`src/rtl/writeback_arbiter.sv`:
```
// writeback_arbiter: buffers register-write results from NUM_SRC producers in
// per-source FIFOs and arbitrates the FIFO heads onto NUM_WPORTS registered
// register-file/forwarding write ports (fixed priority or round-robin).
module writeback_arbiter #(
    parameter int NUM_SRC    = 2,
    parameter int NUM_WPORTS = 1,
    parameter int XLEN       = 32,
    parameter int REG_ADDR_W = 5,
    parameter int FIFO_DEPTH = 4,
    parameter int ARB_MODE   = 0,
    localparam int SRC_ID_W  = (NUM_SRC > 1) ? $clog2(NUM_SRC) : 1,
    localparam int PTR_W     = $clog2(FIFO_DEPTH),
    localparam int CNT_W     = PTR_W + 1
) (
    input  logic                             clk,
    input  logic                             rst,
    input  logic                             flush,
    input  logic [NUM_SRC-1:0]               src_valid,
    output logic [NUM_SRC-1:0]               src_ready,
    input  logic [NUM_SRC*REG_ADDR_W-1:0]    src_rd,
    input  logic [NUM_SRC*XLEN-1:0]          src_data,
    output logic [NUM_WPORTS-1:0]            wb_we,
    output logic [NUM_WPORTS*REG_ADDR_W-1:0] wb_rd,
    output logic [NUM_WPORTS*XLEN-1:0]       wb_data,
    output logic [NUM_WPORTS*SRC_ID_W-1:0]   wb_src,
    output logic [NUM_SRC*CNT_W-1:0]         src_count
);

    logic [REG_ADDR_W-1:0] mem_rd   [NUM_SRC][FIFO_DEPTH];
    logic [XLEN-1:0]       mem_data [NUM_SRC][FIFO_DEPTH];
    logic [PTR_W-1:0]      wr_ptr   [NUM_SRC];
    logic [PTR_W-1:0]      rd_ptr   [NUM_SRC];
    logic [CNT_W-1:0]      count    [NUM_SRC];
    logic [SRC_ID_W-1:0]   rr_ptr;

    logic [NUM_SRC-1:0]    enq;
    logic [NUM_SRC-1:0]    deq;
    logic [REG_ADDR_W-1:0] head_rd   [NUM_SRC];
    logic [XLEN-1:0]       head_data [NUM_SRC];

    logic [NUM_WPORTS-1:0] grant_we;
    logic [REG_ADDR_W-1:0] grant_rd   [NUM_WPORTS];
    logic [XLEN-1:0]       grant_data [NUM_WPORTS];
    logic [SRC_ID_W-1:0]   grant_src  [NUM_WPORTS];
    logic [SRC_ID_W-1:0]   rr_next;

    // Handshake, enqueue qualification (x0 writes are accepted but dropped) and head views.
    always_comb begin
        for (int i = 0; i < NUM_SRC; i++) begin
            src_ready[i] = (count[i] != CNT_W'(FIFO_DEPTH)) && !rst && !flush;
            enq[i]       = src_valid[i] && src_ready[i] &&
                           (src_rd[i*REG_ADDR_W +: REG_ADDR_W] != '0);
            head_rd[i]   = mem_rd[i][rd_ptr[i]];
            head_data[i] = mem_data[i][rd_ptr[i]];
            src_count[i*CNT_W +: CNT_W] = count[i];
        end
    end

    // Scan non-empty heads in priority order, granting up to NUM_WPORTS distinct rds.
    always_comb begin
        int   n;
        int   pos;
        logic clash;
        // NOTE: every output of this block gets a default first so no path can infer a latch.
        n       = 0;
        pos     = 0;
        clash   = 1'b0;
        deq     = '0;
        grant_we = '0;
        rr_next = rr_ptr;
        for (int k = 0; k < NUM_WPORTS; k++) begin
            grant_rd[k]   = '0;
            grant_data[k] = '0;
            grant_src[k]  = '0;
        end
        if (!rst && !flush) begin
            for (int j = 0; j < NUM_SRC; j++) begin
                pos = (ARB_MODE == 1) ? (int'(rr_ptr) + j) % NUM_SRC : j;
                for (int i = 0; i < NUM_SRC; i++) begin
                    if (i == pos) begin
                        clash = 1'b0;
                        for (int k = 0; k < NUM_WPORTS; k++) begin
                            if (k < n && grant_rd[k] == head_rd[i]) clash = 1'b1;
                        end
                        if (count[i] != '0 && !clash && n < NUM_WPORTS) begin
                            deq[i] = 1'b1;
                            for (int k = 0; k < NUM_WPORTS; k++) begin
                                if (k == n) begin
                                    grant_we[k]   = 1'b1;
                                    grant_rd[k]   = head_rd[i];
                                    grant_data[k] = head_data[i];
                                    grant_src[k]  = SRC_ID_W'(i);
                                end
                            end
                            rr_next = SRC_ID_W'((i + 1) % NUM_SRC);
                            n = n + 1;
                        end
                    end
                end
            end
        end
    end

    // FIFO storage writes.
    // NOTE: the entry arrays are not reset; count and pointers alone decide which entries are live.
    always_ff @(posedge clk) begin
        for (int i = 0; i < NUM_SRC; i++) begin
            if (enq[i]) begin
                mem_rd[i][wr_ptr[i]]   <= src_rd[i*REG_ADDR_W +: REG_ADDR_W];
                mem_data[i][wr_ptr[i]] <= src_data[i*XLEN +: XLEN];
            end
        end
    end

    // FIFO pointers/occupancy, round-robin pointer and registered write ports.
    // NOTE: non-blocking assignments so every register samples pre-edge values.
    always_ff @(posedge clk) begin
        if (rst) begin
            for (int i = 0; i < NUM_SRC; i++) begin
                wr_ptr[i] <= '0;
                rd_ptr[i] <= '0;
                count[i]  <= '0;
            end
            rr_ptr  <= '0;
            wb_we   <= '0;
            wb_rd   <= '0;
            wb_data <= '0;
            wb_src  <= '0;
        end else if (flush) begin
            for (int i = 0; i < NUM_SRC; i++) begin
                wr_ptr[i] <= '0;
                rd_ptr[i] <= '0;
                count[i]  <= '0;
            end
            wb_we   <= '0;
            wb_rd   <= '0;
            wb_data <= '0;
            wb_src  <= '0;
        end else begin
            for (int i = 0; i < NUM_SRC; i++) begin
                if (enq[i]) wr_ptr[i] <= wr_ptr[i] + 1'b1;
                if (deq[i]) rd_ptr[i] <= rd_ptr[i] + 1'b1;
                count[i] <= count[i] + CNT_W'(enq[i]) - CNT_W'(deq[i]);
            end
            rr_ptr <= rr_next;
            for (int k = 0; k < NUM_WPORTS; k++) begin
                wb_we[k]                             <= grant_we[k];
                wb_rd[k*REG_ADDR_W +: REG_ADDR_W]    <= grant_rd[k];
                wb_data[k*XLEN +: XLEN]              <= grant_data[k];
                wb_src[k*SRC_ID_W +: SRC_ID_W]       <= grant_src[k];
            end
        end
    end

endmodule
```
`config.mk`:
```
export PLATFORM = sky130hd
export DESIGN_NAME = writeback_arbiter
export DESIGN_NICKNAME = d
export VERILOG_FILES = /design/src/rtl/writeback_arbiter.sv
export SDC_FILE = /design/constraint.sdc
export NUM_CORES = 1
export LEC_CHECK = 0
export CAP_MARGIN = 10
export CELL_PAD_IN_SITES_DETAIL_PLACEMENT = 1
export CELL_PAD_IN_SITES_GLOBAL_PLACEMENT = 2
export CORE_MARGIN = 1.5
export CORE_UTILIZATION = 48
export CTS_BUF_LIST = sky130_fd_sc_hd__clkbuf_4 sky130_fd_sc_hd__clkbuf_8 sky130_fd_sc_hd__clkbuf_16
export CTS_CLUSTER_DIAMETER = 100
export CTS_CLUSTER_SIZE = 24
export DETAILED_ROUTE_END_ITERATION = 8
export PLACE_DENSITY = 0.9
export SETUP_SLACK_MARGIN = 0.05
export SYNTH_ARGS = -nofsm -noshare
export SYNTH_HDL_FRONTEND = slang
export SYNTH_SLANG_ARGS = --single-unit
```
`constraint.sdc`:
```
create_clock -name clk -period 6.9 [get_ports clk]
set_clock_uncertainty 0.1 [all_clocks]
set_input_delay 1.035 -clock clk [delete_from_list [all_inputs] [get_ports clk]]
set_output_delay 1.035 -clock clk [all_outputs]
set_load 0.005 [all_outputs]
```
[Word-level counts from Yosys, hierarchy flattened]
Memory sizes are Yosys's and may differ from the RTL's.
Cells that the tools add are included.
Storage, ports and cells
  input port bits: 79
  memories: 5
  RAM bits: 310
  register bits after elaboration: 39
  output and inout port bits: 47
Memory list
  mem_data: depth 2, width 128, read ports 2, clocked after memory_dff 0, write ports 2, RTL line 30  | logic [XLEN-1:0] mem_data [NUM_SRC][FIFO_DEPTH];
  mem_rd: depth 2, width 20, read ports 2, clocked after memory_dff 0, write ports 2, RTL line 29  | logic [REG_ADDR_W-1:0] mem_rd [NUM_SRC][FIFO_DEPTH];
  count: depth 2, width 3, read ports 2, clocked after memory_dff 0, write ports 2, RTL line 33  | logic [CNT_W-1:0] count [NUM_SRC];
  rd_ptr: depth 2, width 2, read ports 2, clocked after memory_dff 0, write ports 2, RTL line 32  | logic [PTR_W-1:0] rd_ptr [NUM_SRC];
  wr_ptr: depth 2, width 2, read ports 2, clocked after memory_dff 0, write ports 2, RTL line 31  | logic [PTR_W-1:0] wr_ptr [NUM_SRC];
Cells by class
  order comparisons: 8
  mux-type cells: 77
  add/sub/neg operators: 8
  reductions and logical operators: 24
  bitwise operators: 18
  equal/unequal tests: 3
Operators by type and width (count)
  $mux W32: 10
  $mux W128: 2
  $bmux W32 S2: 2
  $demux W32 S2: 2
  $mux W5: 10
  $mux W20: 2
  $logic_not A32 Y1: 1
  $lt A1 B32 Y1 const A: 1
  $lt A32 B2 Y1 const B: 1
  $mux W1: 32
  $bmux W5 S2: 2
  $demux W5 S2: 2
  $mux W2: 9
  $logic_and A1 B1 Y1: 14
  $ge A3 B3 Y1 const B: 4
  $mux W3: 4
  $not A2 Y3: 4
  $or A1 B1 Y1: 12
  $reduce_bool A5 Y1: 2
  $add A2 B1 Y2 const B: 4
  $add A3 B1 Y3: 2
  $lt A3 B1 Y1 const B: 2
  $ne A3 B3 Y1 const B: 2
  $reduce_bool A3 Y1: 2
  6 further kinds: 10

[Depth between registers and ports, before layout]
Gate-level depths: netlist of the first run.
  depth in word-level cells: 20
  gate-level depth with buffers: 10
  gate-level depth less buffers: 9

[Worst setup path before layout of the first run]
Ideal clock, no wire load.
  path kind: input to register
  start point: input port rst
  end point: memory mem_data[0][128] (netlist bit), enable pin
  path slack: 3648 ps
  stages on the path: 5
  arrival time: 2754 ps
  path through: or2_1 -> a31oi_1 -> o211ai_2 -> inv_2 -> and2_1
RTL lines
  from (decl): RTL line 16  | input logic rst,
  to (decl): RTL line 30

[Worst setup path in the final report of the first run]
  start point: input port rst
  end point: output port src_ready[0]
On the way
  cells in the longest elaborated chain, start to end: 3
Ends and longest elaborated chain
  $logic_not A1 Y1: RTL line 50  | src_ready[i] = (count[i] != CNT_W'(FIFO_DEPTH)) && !rst && !flush;
  $logic_and A1 B1 Y1 (2 in series): RTL line 50
  to (decl): RTL line 19  | output logic [NUM_SRC-1:0] src_ready,
Every way passes these cells.

==> results of run 1 <==
==> kinds of logic (layout without fill, tap and decap cells) <==
| group | count (synthesis) | after routing | share of synthesized area [%] |
|---|---|---|---|
| XOR/XNOR | 6 | 6 | 0.412 |
| adder cells (fa/ha/maj) | 14 | 14 | 1.49 |
| multiplexers | 74 | 74 | 13.1 |
| buffers and inverters | 39 | 174 | 1.51 |
| flip-flops | 349 | 349 | 79.0 |
| AND/OR/NAND/NOR | 29 | 29 | 1.23 |
| AO/OA/AOI/OAI | 48 | 48 | 3.24 |
| other | 1 | 7 | 0.0294 |
==> cell usage in the layout, fill, tap and decap left out <==
| master | n |
|---|---|
| sky130_fd_sc_hd__inv_1 | 13 |
| sky130_fd_sc_hd__nor2_1 | 7 |
| sky130_fd_sc_hd__mux4_2 | 74 |
| sky130_fd_sc_hd__o311a_2 | 1 |
| sky130_fd_sc_hd__and2_1 | 4 |
| sky130_fd_sc_hd__o211ai_2 | 2 |
| sky130_fd_sc_hd__a21oi_1 | 2 |
| sky130_fd_sc_hd__nor3_2 | 1 |
| sky130_fd_sc_hd__xnor2_1 | 6 |
| sky130_fd_sc_hd__a31oi_1 | 2 |
| sky130_fd_sc_hd__o31ai_1 | 1 |
| sky130_fd_sc_hd__edfxtp_1 | 310 |
| sky130_fd_sc_hd__fa_1 | 2 |
| sky130_fd_sc_hd__clkinv_8 | 1 |
| sky130_fd_sc_hd__and2_2 | 8 |
| sky130_fd_sc_hd__a21boi_0 | 2 |
| sky130_fd_sc_hd__ha_1 | 12 |
| sky130_fd_sc_hd__dfxtp_1 | 39 |
| sky130_fd_sc_hd__inv_2 | 2 |
| sky130_fd_sc_hd__nor2_2 | 1 |
| sky130_fd_sc_hd__clkbuf_4 | 10 |
| sky130_fd_sc_hd__buf_4 | 4 |
| sky130_fd_sc_hd__a22o_1 | 37 |
| sky130_fd_sc_hd__conb_1 | 6 |
| sky130_fd_sc_hd__clkbuf_16 | 19 |
| sky130_fd_sc_hd__diode_2 | 1 |
| sky130_fd_sc_hd__or4_1 | 2 |
| sky130_fd_sc_hd__or2_1 | 1 |
| sky130_fd_sc_hd__clkdlybuf4s50_1 | 125 |
| sky130_fd_sc_hd__nor2_4 | 1 |
| sky130_fd_sc_hd__nand2_1 | 4 |
| sky130_fd_sc_hd__o311a_1 | 1 |
==> synth_stat cells, types with 2 or more instances <==
cell,n
sky130_fd_sc_hd__edfxtp_1,310
sky130_fd_sc_hd__mux4_2,74
sky130_fd_sc_hd__dfxtp_1,39
sky130_fd_sc_hd__a22o_1,37
sky130_fd_sc_hd__buf_2,13
sky130_fd_sc_hd__inv_1,13
sky130_fd_sc_hd__and2_1,12
sky130_fd_sc_hd__ha_1,12
sky130_fd_sc_hd__nor2_1,8
sky130_fd_sc_hd__xnor2_1,6
sky130_fd_sc_hd__clkbuf_1,4
sky130_fd_sc_hd__nand2_1,4
sky130_fd_sc_hd__buf_6,3
sky130_fd_sc_hd__a21boi_0,2
sky130_fd_sc_hd__a21oi_1,2
sky130_fd_sc_hd__a31oi_1,2
sky130_fd_sc_hd__buf_1,2
sky130_fd_sc_hd__buf_4,2
sky130_fd_sc_hd__fa_1,2
sky130_fd_sc_hd__inv_2,2
sky130_fd_sc_hd__o211ai_2,2
sky130_fd_sc_hd__o311a_1,2
sky130_fd_sc_hd__or4_1,2
==> power by group through the flow <==
stage	clock, uW	sequential, uW	combinational (uW)
floorplan	0	2410	189
detailed placement	0	2440	335
global placement	0	2430	321
finish	1180	2390	332
CTS	1200	2390	337
global route	1260	2390	354
==> stage by stage <==
step / instances / instance area (sq um) / total power [uW] / util (%)
floorplan: 565 / 12800 / 2600 / -
global placement: 1005 / 14400 / 2750 / 55.1
detailed placement: 1005 / 14400 / 2770 / 55.1
CTS: 1035 / 14900 / 3930 / 57.3
global route: 1036 / 14900 / 4010 / 57.3
finish: 1036 / 14900 / 3900 / 57.3
==> metal layers <==
metal  wire (um)  vias up  track usage, %
met1       12000     3211            28.4
met2       14200      179            34.7
met5           0        -               0
met3        1310       22            3.05
met4         272        0            4.39
li1            -     2561               -
==> flip-flops by register name, summed over array words and instances, names as in the netlist <==
signal and cells:
wb_we 1, wb_src 1, count 6, wb_rd 5, wr_ptr 4, rd_ptr 4
mem_rd 40, mem_data 256, wb_data 32
==> critical path, cell delays in order <==
cell,delay [ns]
sky130_fd_sc_hd__clkdlybuf4s50_1,0.42
sky130_fd_sc_hd__or2_1,0.33
sky130_fd_sc_hd__a31oi_1,0.41
sky130_fd_sc_hd__clkdlybuf4s50_1,0.59
==> layout make-up <==
cell class / instances / area [sq um] / share of cell area, %
Clock buffer: 29 / 551 / 3.69
Tap cell: 335 / 419 / 2.81
Sequential cell: 349 / 10100 / 67.5
Clock inverter: 1 / 16.3 / 0.109
Inverter: 15 / 56.3 / 0.377
Timing Repair Buffer: 129 / 1280 / 8.58
Antenna cell: 1 / 2.50 / 0.0168
Multi-Input combinational cell: 177 / 2520 / 16.9
==> how the worst min path moves through the flow <==
| stage | cells after the start | startpoint | endpoint | slack (ns) |
|---|---|---|---|---|
| final | 1 | wr_ptr[0][0] | wr_ptr[0][0] | 0.56 |
| after floorplan | 1 | wr_ptr[0][0] | wr_ptr[0][0] | 0.48 |
| after detailed placement | 1 | count[0][3] | wb_src | 0.53 |
| after global placement | 1 | wr_ptr[0][0] | wr_ptr[0][0] | 0.51 |
| after global routing | 1 | wr_ptr[0][2] | wr_ptr[0][2] | 0.58 |
| after CTS | 1 | wr_ptr[0][0] | wr_ptr[0][0] | 0.55 |
==> Flow_metrics.wiki, run 1 <==
{| class="wikitable"
! Metric !! Value
|-
| Result of the run || finished clean
|-
| Total number of nets in the final design || around 780
|-
| Row Count || slightly below 60
|-
| Part of the total power dissipated in the clock network || between 30 and 40%
|-
| Post-synthesis sequential element count || 349
|-
| Worst Max-Slew Pin Slew || 1.24 ns
|-
| Count of instances resized after the clock tree is built || 0
|-
| Switch share || about a fifth
|-
| Classification of the worst-slack hold path || reg -> reg
|-
| DR WL/cell || 26.8 um
|-
| Post-Syn Instances || 560
|-
| Startpoint of the most critical setup path || rst
|-
| Critical path startpoint category || input port
|-
| Unrepaired setup endpoints after global routing || false
|-
| Psw || 807 uW
|-
| Total grt overflow || 0
|-
| Detailed-route vias per instance || approximately 5.8
|-
| DR vias || 5973
|-
| Post-route clock period utilization || 56.9%
|-
| R2R Setup Slk || 3.43 ns
|-
| Top-Level Pins || roughly 130
|-
| Hold bufs inserted after CTS || 0
|-
| Initial cell density of the core || between 40 and 50%
|-
| Element type at the critical path end || primary output
|-
| Skew-Pair Late Insertion Delay || 0.51 ns
|-
| Number of distinct standard cells referenced by the synthesized netlist || 28
|-
| Top cells by area, synth || sky130_fd_sc_hd__edfxtp_1 (73%), sky130_fd_sc_hd__mux4_2 (13%), sky130_fd_sc_hd__dfxtp_1 (6.1%)
|-
| Ratio of total power to cell area || 261 mW/mm^2
|-
| Fraction of layout cells with a size suffix above 1 || 17.7%
|-
| Worst hold slack across all endpoints || 0.555 ns
|-
| Total Wirelength || 27700 um
|-
| Die height || 166 um
|-
| Post-CTS Setup Inserts || 0
|-
| Comb power frac || 8.5%
|-
| Average instance area after synthesis || 22.8 sq um
|-
| Num CTS Buffers || 18
|-
| Synth async-reset ratio || 0%
|-
| Number of fill cells || 2224
|-
| Count of final hold-check violations || 0
|-
| Largest net degree at the start of global routing || 40
|-
| Clock Pin Slew Worst Setup and Hold Paths || 0.10 ns
|-
| Clock root buffer || sky130_fd_sc_hd__clkbuf_16
|-
| Post-synthesis sequential area ratio || 79.0%
|-
| IO buf count || 125
|-
| Syn Std Cell Area || 0.0128 sq mm
|-
| Cell Int Power || 3090 uW
|-
| Number of global-route vias before repair || roughly 6700
|-
| Residual antenna-violating net count after detailed routing || 0
|-
| Worst Setup Slack post-DPL || 2.48 ns
|-
| Clock H-tree levels || 1
|-
| IR drop worst, VDD || 0.189 mV
|-
| Largest fanout on the critical path || 5
|-
| DRC violation total after the first TritonRoute iteration || a little over 500
|-
| Max-slew headroom at the worst pin || between 10% and 20%
|-
| Final critical delay including setup and external delays || 3.93 ns
|-
| Die Outline Area || 0.0276 sq mm
|-
| Clock net sink count || 349
|-
| Number of cells on the worst reg-to-reg path || 9
|-
| Largest area contributor in the netlist || sky130_fd_sc_hd__edfxtp_1
|-
| Area grow syn2layout || 17.0%
|-
| Final setup fails || 0
|-
| Fraction of post-synthesis cell area in the top cell type by area || between 70 and 80%
|-
| Clock buffer depth || 3
|-
| Source of the worst register-to-register timing path || count[0][2]
|-
| Post-detailed-placement half-perimeter wirelength || 17300 um
|-
| Count of max-cap constraint violations || 0
|-
| Setup slack after layout || between 2 and 3 ns
|-
| Required time at the worst-slack endpoint || 5.76 ns
|-
| Clock tree from TritonCTS || done
|-
| Number of max-slew violations in the final report || 0
|-
| Number of synthesized flops with an enable pin || 310
|-
| Setup TNS || 0 ns
|-
| Gp weighted congestion || between 0.7 and 0.8
|-
| Top achievable clock speed || 255 MHz
|-
| Critical Path AT || 2.79 ns
|-
| Area of the placeable core || between 0.02 and 0.03 sq mm
|-
| Crit path kind || in -> out
|-
| Critical Path End || src_ready[0]
|-
| Static Leakage || 0.00476 uW
|-
| Overall die width || 166 um
|-
| Global-route wire length before repair || 42200 um
|-
| Number of search-and-repair iterations in the first detailed-routing pass || 4
|-
| Overall global routing resource usage || 20.4%
|-
| Synthesis Warnings || 0
|-
| Number of antenna violations at the first check in global routing || 1
|-
| Power share of the sequential group || 61.2%
|-
| DRC violations left || 0
|-
| Reg-to-reg endpoint || count[0][5]
|-
| Main flop type after synthesis || sky130_fd_sc_hd__edfxtp_1
|}
Power figures use the tool's default switching activity.
==> inputs of run 2 (changes only) <==
CORE_UTILIZATION = 40   (was 48)
PLACE_DENSITY = 0.81   (was 0.9)
clock period = 3.2 ns   (was 6.9 ns; I/O delays follow)
==> Flow_metrics.wiki, run 2 (synthesis results as in run 1) <==
{| class="wikitable"
! Metric !! Value
|-
| Worst Max-Slew Pin Slew || 1.12 ns (-0.124 ns)
|-
| Number of fill cells || 2837 (+28%)
|-
| Clock H-tree levels || 1 (unchanged)
|-
| Post-CTS Setup Inserts || 0 (unchanged)
|-
| Count of max-cap constraint violations || 0 (unchanged)
|-
| Initial cell density of the core || 40.6% (-8.4 points)
|-
| R2R Setup Slk || 0.52 ns (-2.91 ns)
|-
| Ratio of total power to cell area || 555 mW/mm^2 (+110%)
|-
| Count of final hold-check violations || 0 (unchanged)
|-
| Critical Path AT || 2.28 ns (-0.51 ns)
|-
| Hold EP || mem_data[0][41]
|-
| Row Count || 65 (+10%)
|-
| Post-detailed-placement half-perimeter wirelength || 18700 um (+8.4%)
|-
| Die Outline Area || 0.0330 sq mm (+20%)
|-
| Post-route clock period utilization || 89.2%
|-
| Layout Cell Area excl Fill || 0.0153 sq mm (+2.2%)
|-
| Die height || 182 um (+9.4%)
|-
| DR vias || 5952 (-0.35%)
|-
| Max-slew headroom at the worst pin || 25.5% (+8.5 points)
|-
| Source of the worst register-to-register timing path || count[0][4]
|-
| Skew-Pair Late Insertion Delay || 0.51 ns (about the same)
|-
| Clock tree from TritonCTS || done
|-
| Unrepaired setup endpoints after global routing || false
|-
| Number of antenna violations at the first check in global routing || 2 (+1)
|-
| Number of global-route vias before repair || 6652 (-0.82%)
|-
| Classification of the worst-slack hold path || in -> reg
|-
| Count of instances resized after the clock tree is built || 0 (unchanged)
|-
| Top achievable clock speed || 350 MHz
|-
| Cell depth of the worst hold path || 1 (unchanged)
|-
| Total grt overflow || 0 (unchanged)
|-
| Residual antenna-violating net count after detailed routing || 0 (unchanged)
|-
| Psw || 1760 uW (+120%)
|-
| Total Wirelength || 28300 um (+2.2%)
|-
| Clock buffer depth || 3 (unchanged)
|-
| DR WL/cell || 25.2 um (-6.0%)
|-
| Flip-flop count of the largest register, all copies and words added || 256 (unchanged)
|-
| Final critical delay including setup and external delays || 2.86 ns
|-
| Part of the total power dissipated in the clock network || 30.5% (+0.3 points)
|-
| Global-route wire length before repair || 42300 um (+0.18%)
|-
| Overall global routing resource usage || 17.4% (-3.0 points)
|-
| Area of the placeable core || 0.0315 sq mm (+21%)
|-
| Largest fanout on the critical path || 4 (-1)
|-
| Worst hold slack across all endpoints || 0.499 ns (-0.0559 ns)
|-
| Highest-count cells in the layout ignoring fill and taps || sky130_fd_sc_hd__edfxtp_1 (310), sky130_fd_sc_hd__clkdlybuf4s50_1 (125), sky130_fd_sc_hd__mux4_2 (74)
|-
| IO buf count || 125 (unchanged)
|-
| Total number of nets in the final design || 804 (+2.7%)
|-
| IR drop worst, VDD || 0.391 mV (+110%)
|-
| Gp weighted congestion || 0.744 (-1.8%)
|-
| Fraction of layout cells with a size suffix above 1 || 20.3% (+2.6 points)
|-
| Most common cell after layout, fill and taps aside || sky130_fd_sc_hd__edfxtp_1
|-
| Largest net degree at the start of global routing || 39 (-2.5%)
|-
| DRC violations left || 0 (unchanged)
|-
| Clock net sink count || 349 (unchanged)
|-
| Crit path kind || in -> out
|-
| Required time at the worst-slack endpoint || 2.62 ns (-3.14 ns)
|-
| Number of cells on the worst reg-to-reg path || 8 (-1)
|-
| Final core utilization || 48.5% (-8.8 points)
|-
| Number of search-and-repair iterations in the first detailed-routing pass || 5 (+1)
|-
| Static Leakage || 0.00490 uW (+2.8%)
|-
| Detailed-route vias per instance || 5.28 (-8.4%)
|-
| Num CTS Buffers || 18 (unchanged)
|-
| Hold bufs inserted after CTS || 0 (unchanged)
|-
| Result of the run || finished clean
|-
| Beginning of the worst hold path || src_data[9]
|-
| Overall die width || 182 um (+9.4%)
|-
| Top-Level Pins || 126 (unchanged)
|-
| Power share of the sequential group || 60.4% (-0.8 points)
|-
| Comb power frac || 9.0% (+0.5 points)
|-
| DRC violation total after the first TritonRoute iteration || 482 (-7.1%)
|-
| Multi-input combinational cell area || 0.00252 sq mm (unchanged)
|-
| Element type at the critical path end || primary output
|-
| Final setup fails || 0 (unchanged)
|-
| Clock root buffer || sky130_fd_sc_hd__clkbuf_16
|-
| Number of max-slew violations in the final report || 0 (unchanged)
|-
| Clock Pin Slew Worst Setup and Hold Paths || 0.09 ns (about the same)
|-
| Cell Int Power || 6710 uW (+120%)
|-
| Area grow syn2layout || 19.6%
|-
| Reg-to-reg endpoint || count[0][5]
|-
| Critical path startpoint category || input port
|-
| Switch share || 20.8% (+0.054 points)
|-
| Register area || 0.0101 sq mm (unchanged)
|-
| DP Area || 0.0147 sq mm (+2.2%)
|}
[run 2: cell count changes in the layout (fill, tap and decap cells not counted)]
cell,delta
sky130_fd_sc_hd__buf_12,+6
sky130_fd_sc_hd__clkbuf_4,+2
sky130_fd_sc_hd__diode_2,+1
sky130_fd_sc_hd__buf_4,+15
[run 2: worst max-delay path by stage]
stage / slack, ns / cells after the start / from / endpoint
5_1_grt: 0.20 / 5 / rst / src_ready[0]
4_1_cts: 0.31 / 5 / rst / src_ready[0]
3_3_place_gp: 0.05 / 9 / src_rd[8] / count[0][5]
6_report: 0.34 / 5 / rst / src_ready[0]
3_5_place_dp: -0.02 / 6 / rst / mem_data[0][226]
2_1_floorplan: 0.50 / 5 / rst / mem_data[0][128]
[run 2: final cells by class]
type                       count  share of cell area [%]
antenna                        2                  0.0328
clock buffer                  31                    3.70
clock inverter                 1                   0.107
inverter                      15                   0.369
multi-input combinational    177                    16.5
sequential                   349                    66.1
tap                          402                    3.29
timing repair buffer         150                    9.91
[run 2: power groups by stage]
stage,Clock (uW),Combinational (uW),Sequential [uW]
final,2590,766,5120
after global routing,2780,824,5130
after CTS,2660,782,5120
after detailed placement,0,777,5220
after global placement,0,750,5210
after floorplan,0,407,5200
[run 2: per-layer routing]
metal / GRT usage, % / share of wire, %
met1: 22.7 / 42
met2: 30.4 / 52
met3: 3.17 / 4.9
met4: 3.97 / 1.4
met5: 0 / 0
[run 2: worst max-delay path, stage by stage]
cell	delay, ns
sky130_fd_sc_hd__clkdlybuf4s50_1	0.43
sky130_fd_sc_hd__or2_1	0.30
sky130_fd_sc_hd__buf_4	0.18
sky130_fd_sc_hd__a31oi_1	0.26
sky130_fd_sc_hd__clkdlybuf4s50_1	0.63
[run 2: stage by stage]
step	instances	power, uW	setup slack, ns	TNS [ns]
global placement	1093	5960	0.0483	0
finish	1127	8470	0.345	0
CTS	1125	8560	0.313	0
global route	1126	8740	0.204	0
detailed placement	1093	6000	-0.0241	-0.816
floorplan	565	5610	0.503	0
==> inputs of run 3 (changes only) <==
CELL_PAD_IN_SITES_DETAIL_PLACEMENT = 2   (was 1)
CTS_BUF_LIST = default   (was sky130_fd_sc_hd__clkbuf_4 sky130_fd_sc_hd__clkbuf_8 sky130_fd_sc_hd__clkbuf_16)
==> Flow_metrics.wiki, run 3 (synthesis results as in run 1) <==
{| class="wikitable"
! Metric !! Value
|-
| Result of the run || finished clean
|-
| DRC violations left || 0 (unchanged)
|-
| Count of inserted antenna diode cells || 0 (-2)
|-
| Count of final hold-check violations || 0 (unchanged)
|-
| Post-route clock period utilization || 91.7% (+2.5 points)
|-
| Total Wirelength || 32700 um (+15%)
|-
| Source of the worst register-to-register timing path || count[0][4]
|-
| Hold bufs inserted after CTS || 0 (unchanged)
|-
| Ratio of total power to cell area || 554 mW/mm^2 (about the same)
|-
| IO buf count || 125 (unchanged)
|-
| IR drop worst, VDD || 0.296 mV (-24%)
|-
| Number of cells on the worst reg-to-reg path || 5 (-3)
|-
| Static Leakage || 0.00486 uW (-0.87%)
|-
| Number of standard cells in the layout, taps in and fillers out || 1124 (-0.27%)
|-
| Total length of routed met3 wires || 1020 um (-26%)
|-
| Number of search-and-repair iterations in the first detailed-routing pass || 6 (+1)
|-
| Skew-Pair Late Insertion Delay || 0.52 ns (about the same)
|-
| Worst hold slack across all endpoints || 0.506 ns (+0.00642 ns)
|-
| Area of the placeable core || 0.0315 sq mm (unchanged)
|-
| Classification of the worst-slack hold path || in -> reg
|-
| Clock net sink count || 349 (unchanged)
|-
| Beginning of the worst hold path || src_data[45]
|-
| Top sig layer || met5
|-
| Unrepaired setup endpoints after global routing || false
|-
| DRC violation total after the first TritonRoute iteration || 349 (-28%)
|-
| Clock H-tree levels || 1 (unchanged)
|-
| Max-slew headroom at the worst pin || 24.5% (-0.96 points)
|-
| Count of instances resized after the clock tree is built || 0 (unchanged)
|-
| Final setup fails || 0 (unchanged)
|-
| Global-route wire length before repair || 47800 um (+13%)
|-
| Residual antenna-violating net count after detailed routing || 0 (unchanged)
|-
| Post-CTS Setup Inserts || 0 (unchanged)
|-
| Cell Int Power || 6600 uW (-1.6%)
|-
| Required time at the worst-slack endpoint || 2.62 ns (about the same)
|-
| Total grt overflow || 0 (unchanged)
|-
| Part of the total power dissipated in the clock network || 29.9% (-0.6 points)
|-
| Top achievable clock speed || 341 MHz (-2.7%)
|-
| Crit path kind || in -> out
|-
| Number of global-route vias before repair || 6896 (+3.7%)
|-
| Multi-input combinational cell area || 0.00252 sq mm (unchanged)
|-
| Worst Max-Slew Pin Slew || 1.13 ns (+0.0144 ns)
|-
| Clock buffer depth || 3 (unchanged)
|-
| Critical path startpoint category || input port
|-
| Overall die width || 182 um (unchanged)
|-
| Count of max-cap constraint violations || 0 (unchanged)
|-
| Largest net degree at the start of global routing || 39 (unchanged)
|-
| Clock root buffer || sky130_fd_sc_hd__clkbuf_16
|-
| Detailed-route vias per instance || 5.48 (+3.7%)
|-
| Number of antenna violations at the first check in global routing || 1 (-1)
|-
| Hold EP || mem_data[0][173]
|-
| Psw || 1830 uW (+3.9%)
|-
| Critical Path AT || 2.35 ns (+0.07 ns)
|-
| Row Count || 65 (unchanged)
|-
| Number of max-slew violations in the final report || 0 (unchanged)
|-
| Most common cell after layout, fill and taps aside || sky130_fd_sc_hd__edfxtp_1
|-
| Top-Level Pins || 126 (unchanged)
|-
| Largest fanout on the critical path || 4 (unchanged)
|-
| Element type at the critical path end || primary output
|-
| Flip-flop count of the largest register, all copies and words added || 256 (unchanged)
|-
| Die height || 182 um (unchanged)
|-
| Met2 routed wirelength || 17600 um (+20%)
|-
| Fraction of layout cells with a size suffix above 1 || 18.7% (-1.6 points)
|-
| Routed metal-1 wire length || 13400 um (+13%)
|-
| Overall global routing resource usage || 20.1% (+2.6 points)
|-
| Register area || 0.0101 sq mm (unchanged)
|-
| DR WL/cell || 29.1 um (+16%)
|-
| Total number of nets in the final design || 804 (unchanged)
|-
| DR vias || 6156 (+3.4%)
|-
| Final critical delay including setup and external delays || 2.93 ns (+0.0790 ns)
|-
| Num CTS Buffers || 18 (unchanged)
|-
| Highest-count cells in the layout ignoring fill and taps || sky130_fd_sc_hd__edfxtp_1 (310), sky130_fd_sc_hd__clkdlybuf4s50_1 (125), sky130_fd_sc_hd__mux4_2 (74)
|-
| Reg-to-reg endpoint || mem_data[0][226]
|-
| Cell depth of the worst hold path || 1 (unchanged)
|-
| Die Outline Area || 0.0330 sq mm (unchanged)
|-
| Clock Pin Slew Worst Setup and Hold Paths || 0.11 ns (+0.02 ns)
|-
| Number of fill cells || 2699 (-4.9%)
|-
| Comb power frac || 9.4% (+0.4 points)
|-
| Placed Cells incl. Taps || 1093 (unchanged)
|-
| Power share of the sequential group || 60.8% (+0.4 points)
|-
| Clock tree from TritonCTS || done
|-
| Switch share || 21.7% (+0.91 points)
|-
| Gp weighted congestion || 0.744 (unchanged)
|-
| R2R Setup Slk || 0.47 ns (-0.05 ns)
|-
| Post-detailed-placement half-perimeter wirelength || 22500 um (+20%)
|-
| Initial cell density of the core || 40.6% (unchanged)
|-
| Area grow syn2layout || 19.2%
|}
## run 3: changes by cell type in the layout (fill, tap and decap cells not counted)
cell,before,now
sky130_fd_sc_hd__clkinv_8,1,0
sky130_fd_sc_hd__clkinv_1,0,1
sky130_fd_sc_hd__inv_8,0,1
sky130_fd_sc_hd__diode_2,2,0
sky130_fd_sc_hd__clkbuf_1,0,10
sky130_fd_sc_hd__clkbuf_4,12,0
## run 3: area by class of cell
type	count	area share, %
Inverter	15	0.370
Clock inverter	2	0.0987
Sequential cell	349	66.3
Multi-Input combinational cell	177	16.6
Timing Repair Buffer	150	9.95
Clock buffer	29	3.37
Tap cell	402	3.31
## run 3: worst max-delay path by stage
stage | from | to | slack (ns) | cells after the start
4_1_cts | rst | src_ready[0] | 0.30 | 5
2_1_floorplan | rst | mem_data[0][128] | 0.50 | 5
3_3_place_gp | src_rd[8] | count[0][5] | 0.05 | 9
3_5_place_dp | rst | mem_data[0][181] | -0.09 | 6
6_report | rst | src_ready[0] | 0.27 | 5
5_1_grt | flush | src_ready[0] | 0.21 | 5
## run 3: stage by stage
step           setup TNS [ns]  total power [uW]  setup WS (ns)  instance area (sq um)  util (%)
6_report                    0              8430          0.266                  15200      48.3
2_1_floorplan               0              5610          0.503                  12800         -
5_1_grt                     0              8680          0.209                  15200      48.3
3_5_place_dp            -6.49              6030        -0.0926                  14700      46.7
4_1_cts                     0              8510          0.299                  15200      48.3
3_3_place_gp                0              5960         0.0483                  14700      46.7
## run 3: power groups by stage
stage               logic [uW]  clock network, uW  registers (uW)
floorplan                  407                  0            5200
global placement           750                  0            5210
detailed placement         805                  0            5230
CTS                        808               2580            5130
global route               845               2700            5130
finish                     790               2520            5120
## run 3: worst max-delay path: stages
cell,delay [ns]
sky130_fd_sc_hd__clkdlybuf4s50_1,0.43
sky130_fd_sc_hd__or2_1,0.30
sky130_fd_sc_hd__buf_4,0.18
sky130_fd_sc_hd__a31oi_1,0.28
sky130_fd_sc_hd__clkdlybuf4s50_1,0.67
## run 3: metal layers
metal / vias up / GRT usage [%]
met5: - / 0
met4: 2 / 4.10
met3: 37 / 2.07
met2: 146 / 37.4
met1: 3371 / 25.4
li1: 2600 / -
